$ cat src/rtl/apb_master.sv
// APB master: turns a valid/ready command into one APB SETUP/ACCESS transfer.
// Returns a one-cycle response pulse with read data, slave error and timeout status.
module apb_master #(
   parameter int unsigned TIMEOUT = 16
) (
   input  logic        P_clk,
   input  logic        P_rst_n,
   input  logic        cmd_valid,
   output logic        cmd_ready,
   input  logic        cmd_write,
   input  logic [31:0] cmd_addr,
   input  logic [31:0] cmd_wdata,
   output logic        rsp_valid,
   output logic [31:0] rsp_rdata,
   output logic        rsp_slverr,
   output logic        rsp_timeout,
   output logic [31:0] P_addr,
   output logic        P_selx,
   output logic        P_enable,
   output logic        P_write,
   output logic [31:0] P_wdata,
   input  logic        P_ready,
   input  logic        P_slverr,
   input  logic [31:0] P_rdata
);

   typedef enum logic [1:0] {
      StIdle   = 2'b00,
      StSetup  = 2'b01,
      StAccess = 2'b10
   } state_e;

   localparam logic [7:0] TimeoutVal = 8'(TIMEOUT);

   state_e     state_q, state_d;
   logic [7:0] wait_q, wait_d;
   logic       accept;
   logic       done;
   logic       abort;
   logic       timeout_hit;

   // Reset gating keeps cmd_ready low while the block is held in reset.
   assign cmd_ready   = (state_q == StIdle) && P_rst_n;
   assign accept      = cmd_valid && cmd_ready;
   assign timeout_hit = (TIMEOUT != 0) && (wait_q == TimeoutVal);

   always_comb begin
      state_d  = state_q;
      wait_d   = wait_q;
      done     = 1'b0;
      abort    = 1'b0;
      P_selx   = 1'b0;
      P_enable = 1'b0;
      case (state_q)
         StIdle: begin
            if (accept) begin
               state_d = StSetup;
               wait_d  = '0;
            end
         end
         StSetup: begin
            P_selx  = 1'b1;
            state_d = StAccess;
         end
         StAccess: begin
            P_selx   = 1'b1;
            P_enable = 1'b1;
            if (P_ready) begin
               done    = 1'b1;
               state_d = StIdle;
            end else if (timeout_hit) begin
               abort   = 1'b1;
               state_d = StIdle;
            end else begin
               wait_d = wait_q + 8'd1;
            end
         end
         default: state_d = StIdle;
      endcase
   end

   always_ff @(posedge P_clk or negedge P_rst_n) begin
      if (!P_rst_n) begin
         state_q <= StIdle;
         wait_q  <= '0;
      end else begin
         state_q <= state_d;
         wait_q  <= wait_d;
      end
   end

   // Transfer attributes are only loaded on acceptance, so they hold through the transfer.
   always_ff @(posedge P_clk or negedge P_rst_n) begin
      if (!P_rst_n) begin
         P_addr  <= '0;
         P_wdata <= '0;
         P_write <= 1'b0;
      end else if (accept) begin
         P_addr  <= cmd_addr;
         P_wdata <= cmd_wdata;
         P_write <= cmd_write;
      end
   end

   always_ff @(posedge P_clk or negedge P_rst_n) begin
      if (!P_rst_n) begin
         rsp_valid   <= 1'b0;
         rsp_rdata   <= '0;
         rsp_slverr  <= 1'b0;
         rsp_timeout <= 1'b0;
      end else begin
         rsp_valid <= done || abort;
         if (done) begin
            rsp_rdata   <= P_write ? 32'h0 : P_rdata;
            rsp_slverr  <= P_slverr;
            rsp_timeout <= 1'b0;
         end else if (abort) begin
            rsp_rdata   <= 32'h0;
            rsp_slverr  <= 1'b1;
            rsp_timeout <= 1'b1;
         end
      end
   end

endmodule
$ cat config.mk
export PLATFORM = sky130hd
export DESIGN_NAME = apb_master
export DESIGN_NICKNAME = d
export VERILOG_FILES = /design/src/rtl/apb_master.sv
export SDC_FILE = /design/constraint.sdc
export NUM_CORES = 1
export LEC_CHECK = 0
export BUFFER_PORTS_ARGS = -buffer_cell sky130_fd_sc_hd__clkbuf_2
export CAP_MARGIN = 20
export CORE_MARGIN = 2
export CORE_UTILIZATION = 40
export CTS_BUF_LIST = sky130_fd_sc_hd__clkbuf_2
export DETAILED_ROUTE_END_ITERATION = 8
export HOLD_SLACK_MARGIN = 0.02
export PLACE_DENSITY = 0.71
export SYNTH_ARGS = -nofsm -noshare
export SYNTH_HDL_FRONTEND = slang
export SYNTH_SLANG_ARGS = --single-unit
$ cat constraint.sdc
create_clock -name P_clk -period 2.6 [get_ports P_clk]
set_clock_uncertainty 0.15 [all_clocks]
set_input_delay 0.52 -clock P_clk [delete_from_list [all_inputs] [get_ports P_clk]]
set_output_delay 0.52 -clock P_clk [all_outputs]
set_load 0.05 [all_outputs]
==> impl_metrics.toml, run 1 <==
[run_status]
outcome = "finished, final reports clean"

[clocking]
numClockSinks = 110
htreeDepth = 3
tritoncts = "done"
clockBufferDepth = 2
cts_buffers = 9
cts_root_buf = "clkbuf_2"
clk_pin_slew_ns = 0.28
clk_latency_ns = 0.54

[power]
power.internal_mw = 4.03
power_density_nw_per_um2 = 1280
pwr-share-comb = 0.567
switching_share = 0.526
total_leakage_power_nw = 3.37
pwr-share-seq = 0.334
clockPowerShare = 0.099
ir_drop_mv = 0.769
netSwitchingPower_mw = 4.47
p_total_mw = 8.50

[global_routing]
grt_pass1_wl_microns = 18200
grtUsageTotal = 0.203
grt_start_max_net_pins = 66
met1_usage = 0.241
met2_usage = 0.357
top_usage_layer = "met2"
grt_use_met3 = 0.0440
grt_overflow = 0
antenna_found_initial = 0
grt_pass1_vias = 3647

[logic_synthesis]
synth_top_family_by_area = "multiplexers"
synth_area_sq_um = 4330
synth-xor-area-share = 0
synthTopCellsByCount = "110 x dfrtp_1, 50 x mux2_1, 35 x a22o_1"
synth_warnings = 0
synthTopCellsByArea = "dfrtp_1 64%, mux2_1 13%, a22o_1 7.1%"
yosysSeqAreaShare = 0.636
yosys.area.top_type = "dfrtp_1"
synth_compound_area_frac = 0.105
synth_nets = 394
synthAdderAreaFrac = 0.0174
syn_area_per_cell_sq_um = 15.1
post-synth-top-area-fraction = 0.636
synthCells = 286
synth_edf_count = 0
ys.flop_type = "dfrtp_1"
ys_types = 38
synth_most_common_cell = "dfrtp_1"
synth.area.mux_share = 0.174
ys_ff_latch = 110
synthArstFlopShare = 1.00
synth-simple-area-share = 0.0402

[timing]
period_share = 0.946
hold_viol_final = 0
finalCriticalPeriod_ns = 2.46
finalMaxSlewViolations = 0
worstMarginPinSlew_ns = 0.768
fmax_ghz = 0.406
relSlewSlack = 0.488
rsz0062_at_grt = "no"
report.final.setup_viol = 0
finalSetupTns_ns = 0

[detailed_routing]
dr.pass1.iters = 4
wl_microns = 11800
drc = 0
wl_per_cell_microns = 16.2
vias_per_cell = 4.83
vias = 3542
ant_nets = 0
drt_iter0_drc = 169

[placed_design]
dp.cells = 619
place_hpwl_microns = 7710
globalplace.congestion = 0.852
io_buffers = 204

[finish]
fin_nets = 701
num_antenna_cells = 0
utilization = 0.639
drive_gt1_frac = 0.420
syn2layout_area_growth_pct = 53.8
instances_no_fill = 733

[setup_path]
crit_arrival_ns = 1.79
cp.required_ns = 1.93
path_max_fanout = 14
cp-end-kind = "output pin"
worstSetupPathType = "register to output pin"
rrSetupSlack_ns = 0.50
critPathLaunchType = "register"

[run]
drv_cap = 0

[floorplan]
num_rows = 37
die_x_microns = 108
coreArea_sq_um = 10400
boundaryPins = 205
die_y_microns = 108
start_util = 0.415
die_area_sq_um = 11700

[min_path]
min_path_type = "input port to async pin"
[per-layer routing]
layer | routed length, microns | share of wire
met2 | 5950 | 0.50
met5 | 0 | 0
met1 | 4780 | 0.40
met3 | 811 | 0.068
met4 | 301 | 0.025
[worst paths after layout]
check | startpoint | end | cells past startpoint
max | state_q[0] | P_enable | 3
min | P_rst_n | state_q[0] | 2
max reg2reg | state_q[0] | P_addr[8] | 6
min reg2reg | P_wdata[19] | P_wdata[19] | 1
max in group asynchronous | P_rst_n | P_wdata[28] | 4
min in group P_clk | P_ready | rsp_slverr | 3
[placed cells by master (no fill, tap or decap), types with 2 or more instances in the layout]
cell / count
buf_12: 3
nand2_1: 6
a22o_1: 35
nand2b_1: 2
clkbuf_2: 212
a31oi_1: 2
inv_1: 7
nor2_1: 2
bufinv_16: 2
clkbuf_4: 2
o21ai_0: 3
dfrtp_1: 110
and2_1: 3
dlygate4sd3_1: 99
mux2_2: 16
a21oi_1: 2
o22ai_1: 3
buf_4: 5
mux2_1: 50
ha_1: 5
nand3_1: 2
[critical path, stage by stage, from the launching register on]
cell and delay [ns]:
dfrtp_1 0.45, inv_1 0.13, ha_2 0.37, clkbuf_4 0.30
[power by group through the flow]
stage | Clock (mW) | Sequential [mW] | Combinational [mW]
detailed placement | 0 | 2.87 | 4.69
floorplan | 0 | 5.32 | 1.07
CTS | 0.876 | 2.82 | 4.82
global route | 0.943 | 2.92 | 5.05
global placement | 0 | 2.84 | 4.62
finish | 0.843 | 2.84 | 4.82
[stage by stage]
stage | instance area (sq um) | hold WS (ns) | setup slack [ns]
after floorplan | 4330 | 0.0744 | 0.422
after detailed placement | 5530 | 0.192 | 0.443
after CTS | 6650 | 0.130 | 0.0431
after global placement | 5530 | 0.189 | 0.504
final | 6650 | 0.176 | 0.140
after global routing | 6650 | 0.104 | 0.0106
[sequential cells by signal, summed over array words and instances, names as in the netlist]
register / flops
wait_q: 8
P_wdata: 32
P_write: 1
P_addr: 32
rsp_slverr: 1
rsp_rdata: 32
rsp_timeout: 1
rsp_valid: 1
state_q: 2
[area by class of cell]
class | count | area (sq um)
Timing Repair Buffer | 310 | 2110
Inverter | 8 | 30.0
Multi-Input combinational cell | 154 | 1460
Tap cell | 136 | 170
Clock inverter | 4 | 72.6
Sequential cell | 110 | 2750
Clock buffer | 11 | 55.1
Fill cell | 759 | 3760
[cells by family after synthesis]
| kind of cell | after synthesis |
|---|---|
| and+or+nand+nor | 27 |
| AOI/OAI and AO/OA | 54 |
| adders and majority gates | 6 |
| DFF | 110 |
| muxes | 67 |
| buffers and inverters | 22 |
[timing repair]
action,in CTS,in global routing
pin swaps,0,0
endpoints found under the hold margin,143,0
setup buffers,0,0
hold buffers,99,0
cloned,0,0
resized for setup,1,4
setup endpoints to repair,1,2
No activity file was read; power rests on OpenSTA's default activity.
==> inputs of run 2 (changes only) <==
--- a/config.mk
+++ b/config.mk
@@ -12,7 +12,7 @@
 export CTS_BUF_LIST = sky130_fd_sc_hd__clkbuf_2
 export DETAILED_ROUTE_END_ITERATION = 8
 export HOLD_SLACK_MARGIN = 0.02
-export PLACE_DENSITY = 0.71
+export PLACE_DENSITY = 0.73
 export SYNTH_ARGS = -nofsm -noshare
 export SYNTH_HDL_FRONTEND = slang
 export SYNTH_SLANG_ARGS = --single-unit
==> constraint.sdc (replaced) <==
create_clock -name P_clk -period 2 [get_ports P_clk]
set_clock_uncertainty 0.15 [all_clocks]
set_input_delay 0.3 -clock P_clk [delete_from_list [all_inputs] [get_ports P_clk]]
set_output_delay 0.3 -clock P_clk [all_outputs]
set_load 0.05 [all_outputs]
==> impl_metrics.toml, run 2 (same netlist as run 1, synthesis figures left out) <==
[global_routing]
grt_pass1_wl_microns = 19400
grtUsageTotal = 0.218
antenna_found_initial = 0
grt_pass1_vias = 3863
grt_overflow = 0
grt_start_max_net_pins = 108

[floorplan]
start_util = 0.415
die_x_microns = 108
num_rows = 37
coreArea_sq_um = 10400
die_area_sq_um = 11700
die_y_microns = 108
boundaryPins = 205

[clocking]
numClockSinks = 110
clk_pin_slew_ns = 0.29
clk_latency_ns = 0.58
clockBufferDepth = 2
cts_buffers = 9
tritoncts = "done"
cts_root_buf = "clkbuf_2"
htreeDepth = 3

[power]
power_density_nw_per_um2 = 1660
p_total_mw = 11.3
ir_drop_mv = 1.15
total_leakage_power_nw = 3.44

[run_status]
violations = "setup timing"
outcome = "finished with violations"

[detailed_routing]
ant_nets = 0
wl_microns = 12700
wl_per_cell_microns = 16.9
dr.pass1.iters = 4
vias_per_cell = 4.88
drc = 0
drt_iter0_drc = 163
vias = 3649

[timing]
rsz0062_at_grt = "yes"
fmax_ghz = 0.496
period_share = 1.01
worstMarginPinSlew_ns = 0.555
report.final.setup_viol = 2
finalCriticalPeriod_ns = 2.01
relSlewSlack = 0.630
worst_slack_ns = -0.0145
hold_viol_final = 0
finalMaxSlewViolations = 0

[finish]
num_antenna_cells = 0
top_regs = "P_addr x32, P_wdata x32, rsp_rdata x32"
drive_gt1_frac = 0.436
fin_area_sq_um = 6830
layout_common_cells = "209 x clkbuf_2, 110 x dfrtp_1, 102 x dlygate4sd3_1"
syn2layout_area_growth_pct = 57.9
fillerInstances = 716
final_common_cell = "clkbuf_2"
fin_nets = 715

[placed_design]
globalplace.congestion = 0.748
placed_cell_area_sq_um = 5580
place_hpwl_microns = 7850
io_buffers = 204

[setup_path]
cp-end-kind = "output pin"
rrSetupSlack_ns = 0.09
r2r-start = "state_q[0]"
setup.worst_path.start = "state_q[0]"
crit_arrival_ns = 1.56
crit_path_max_incr_delay_ns = 0.46
reg2reg_depth = 7
cp.required_ns = 1.55
critPathLaunchType = "register"
path_max_fanout = 3
worstSetupPathType = "register to output pin"
cpMaxStageDelayCell = "dfrtp_1"
r2r_end = "P_addr[10]"
path_cells = "inv_2 > ha_4 > and2_4 > buf_12"

[run]
drv_cap = 0

[min_path]
min_path_type = "input port to async pin"
## run 2: cell types whose count changed in the layout (fill, tap and decap cells not counted), sizes merged
cell / delta
buf: +12
clkbuf: -3
dlygate4sd3: +3
bufinv: -2
clkinv: +2
inv: +2
clkinvlp: +1
## run 2: timing repair
action,in CTS,in global routing
hold buffers,102,0
endpoints found under the hold margin,211,0
gates resized for setup,12,0
cloned,0,0
setup buffers,6,4
pin swaps,2,0
endpoints found under the setup margin,3,8
## run 2: area by class of cell
cell class	count	area (sq um)	share of cell area
Multi-Input combinational cell	154	1490	0.218
Tap cell	136	170	0.0249
Timing Repair Buffer	324	2300	0.336
Clock inverter	7	47.5	0.00696
Inverter	8	30.0	0.00440
Clock buffer	9	45.0	0.00659
Sequential cell	110	2750	0.403
## run 2: per-stage QoR
stage	setup WS, ns	setup TNS, ns	hold WS [ns]	utilization	instances
4_1_cts	-0.0592	-0.130	0.235	0.653	744
6_report	-0.0145	-0.0177	0.246	0.656	748
3_5_place_dp	0.113	0	-0.0264	0.535	620
3_3_place_gp	0.159	0	-0.0324	0.535	620
5_1_grt	-0.144	-0.369	0.222	0.656	748
2_1_floorplan	-0.0215	-1.07	-0.146	-	286
## run 2: worst max-delay path by stage
stage                  to  slack (ns)
2_1_floorplan   P_addr[0]       -0.02
3_3_place_gp   P_addr[16]        0.16
3_5_place_dp   P_addr[11]        0.11
4_1_cts         cmd_ready       -0.06
5_1_grt         cmd_ready       -0.14
6_report        cmd_ready       -0.01
## run 2: layer usage
layer,vias to the layer above,global-route usage,part of all wire
li1,1691,-,-
met4,0,0.101,0.030
met5,-,0,0
met2,143,0.387,0.51
met3,32,0.0536,0.061
met1,1783,0.247,0.39
## run 2: where the power goes
group | switching (mW) | total, mW | leakage [nW] | internal (mW)
clock | 0.733 | 0.901 | 0.0601 | 0.168
combinational | 4.75 | 6.71 | 2.02 | 1.96
sequential | 0.560 | 3.72 | 1.36 | 3.16
total | 6.04 | 11.3 | 3.44 | 5.29
## run 2: critical path, delay by kind of cell, from the launching register on
kind                     cells  cell delay (ns)
flip-flops                   1             0.46
buffers and inverters        2             0.24
AND/OR/NAND/NOR              1             0.14
adder cells (fa/ha/maj)      1             0.13
==> inputs of run 3 (changes only) <==
--- a/config.mk
+++ b/config.mk
@@ -13,6 +13,7 @@
 export DETAILED_ROUTE_END_ITERATION = 8
 export HOLD_SLACK_MARGIN = 0.02
 export PLACE_DENSITY = 0.73
+export REMOVE_ABC_BUFFERS = 1
 export SYNTH_ARGS = -nofsm -noshare
 export SYNTH_HDL_FRONTEND = slang
 export SYNTH_SLANG_ARGS = --single-unit
==> impl_metrics.toml, run 3 (same netlist as run 1, synthesis figures left out) <==
[power]
switching_share = 0.533
netSwitchingPower_mw = 6.01
power.internal_mw = 5.26
p_total_mw = 11.3
power_density_nw_per_um2 = 1640
clockPowerShare = 0.087
total_leakage_power_nw = 3.46
pwr-share-seq = 0.331
ir_drop_mv = 0.934
pwr-share-comb = 0.583

[timing]
report.final.setup_viol = 2
fmax_ghz = 0.495
finalMaxSlewViolations = 0
relSlewSlack = 0.630
rsz0062_at_grt = "yes"
holdWs_ns = 0.192
finalCriticalPeriod_ns = 2.02
worstMarginPinSlew_ns = 0.555
worst_slack_ns = -0.0201
hold_viol_final = 0
period_share = 1.01

[run]
drv_cap = 0

[placed_design]
place_hpwl_microns = 7610
globalplace.congestion = 0.782
dp.cells = 626
io_buffers = 204
place_ws_ns = 0.0830

[run_status]
violations = "setup timing"
outcome = "finished with violations"

[floorplan]
num_rows = 37
start_util = 0.415
die_area_sq_um = 11700
die_y_microns = 108
die_x_microns = 108
coreArea_sq_um = 10400
boundaryPins = 205

[detailed_routing]
route.met2.wl_microns = 6270
vias = 3604
highest_layer = "met4"
drt-met1-wl_microns = 4990
wl_per_cell_microns = 16.5
wl_microns = 12300
drt_iter0_drc = 109
wl_met3_microns = 884
vias_per_cell = 4.81
ant_nets = 0
drc = 0
dr.pass1.iters = 4

[finish]
instances_no_fill = 750
top_regs = "P_addr x32, P_wdata x32, rsp_rdata x32"
final_common_cell = "clkbuf_2"
syn2layout_area_growth_pct = 58.4
drive_gt1_frac = 0.437
layout_common_cells = "209 x clkbuf_2, 110 x dfrtp_1, 104 x dlygate4sd3_1"
fin_nets = 716

[global_routing]
grtUsageTotal = 0.208
grt_pass1_wl_microns = 18900
grt_overflow = 0
antenna_found_initial = 0
grt_pass1_vias = 3857
grt_start_max_net_pins = 55

[clocking]
clk_latency_ns = 0.58
clk_pin_slew_ns = 0.29
htreeDepth = 3
tritoncts = "done"
clockBufferDepth = 2
numClockSinks = 110
cts_root_buf = "clkbuf_2"
cts_buffers = 9

[setup_path]
critPathLaunchType = "register"
cp-end-kind = "output pin"
cp.required_ns = 1.55
worstSetupPathType = "register to output pin"
path_max_fanout = 3
crit_arrival_ns = 1.57

[min_path]
min_path_type = "input port to async pin"
==> run 3: cell types whose count changed in the layout (fill, tap and decap cells not counted), sizes merged <==
| cell | delta |
|---|---|
| clkinvlp | -1 |
| inv | +2 |
| diode | +1 |
| dlygate4sd3 | +2 |
| buf | -2 |
| clkinv | -1 |
| clkbuf | +1 |
==> run 3: per-stage QoR <==
step                TNS (ns)  cell area, sq um   util
finish               -0.0396              6860  0.658
global route          -0.500              6850  0.658
CTS                    -1.96              6800  0.652
detailed placement         0              5580  0.536
global placement           0              5580  0.536
floorplan            -116.89              4240      -
==> run 3: path summary, 6_finish.rpt <==
path / end / depth (start not counted) / slack (ns) / startpoint
worst min register to register: P_addr[30] / 1 / 0.39 / P_addr[30]
min in group P_clk: rsp_rdata[20] / 3 / 0.26 / P_rdata[20]
worst min-delay path: P_wdata[27] / 3 / 0.19 / P_rst_n
worst max-delay path: cmd_ready / 4 / -0.02 / state_q[0]
max in group asynchronous: P_wdata[28] / 4 / 0.51 / P_rst_n
worst max register to register: wait_q[0] / 7 / 0.04 / state_q[0]
==> run 3: worst max-delay path, stage by stage (launching register included) <==
cell and delay, ns:
dfrtp_1 0.47, inv_2 0.11, ha_4 0.14, and2_4 0.15, buf_12 0.13
==> run 3: final cells by class <==
type                       instances  area, sq um
fill                             731         3560
sequential                       110         2750
timing repair buffer             325         2300
multi-input combinational        154         1490
tap                              136          170
clock inverter                     7         65.1
clock buffer                       9         45.0
inverter                           8         30.0
antenna                            1         2.50
==> run 3: per-layer routing <==
layer | up-vias | GRT usage
li1 | 1684 | -
met1 | 1748 | 0.244
met2 | 155 | 0.365
met3 | 17 | 0.0627
met4 | 0 | 0.0641
met5 | - | 0
==> run 3: power by group through the flow <==
| stage | Clock [mW] | Combinational (mW) | Sequential (mW) |
|---|---|---|---|
| floorplan | 0 | 1.35 | 6.91 |
| global placement | 0 | 6.08 | 3.72 |
| detailed placement | 0 | 6.18 | 3.75 |
| CTS | 1.02 | 6.53 | 3.70 |
| global route | 1.11 | 6.87 | 3.84 |
| finish | 0.981 | 6.57 | 3.73 |
==> run 3: what timing repair did <==
| item | 4_1_cts | 5_1_grt |
|---|---|---|
| setup buffers | 4 | 0 |
| resized for setup | 13 | 3 |
| endpoints found under the hold margin | 165 | 5 |
| endpoints found under the setup margin | 3 | 104 |
| pin swaps | 2 | 0 |
| hold buffers | 102 | 2 |
| gates cloned | 0 | 1 |
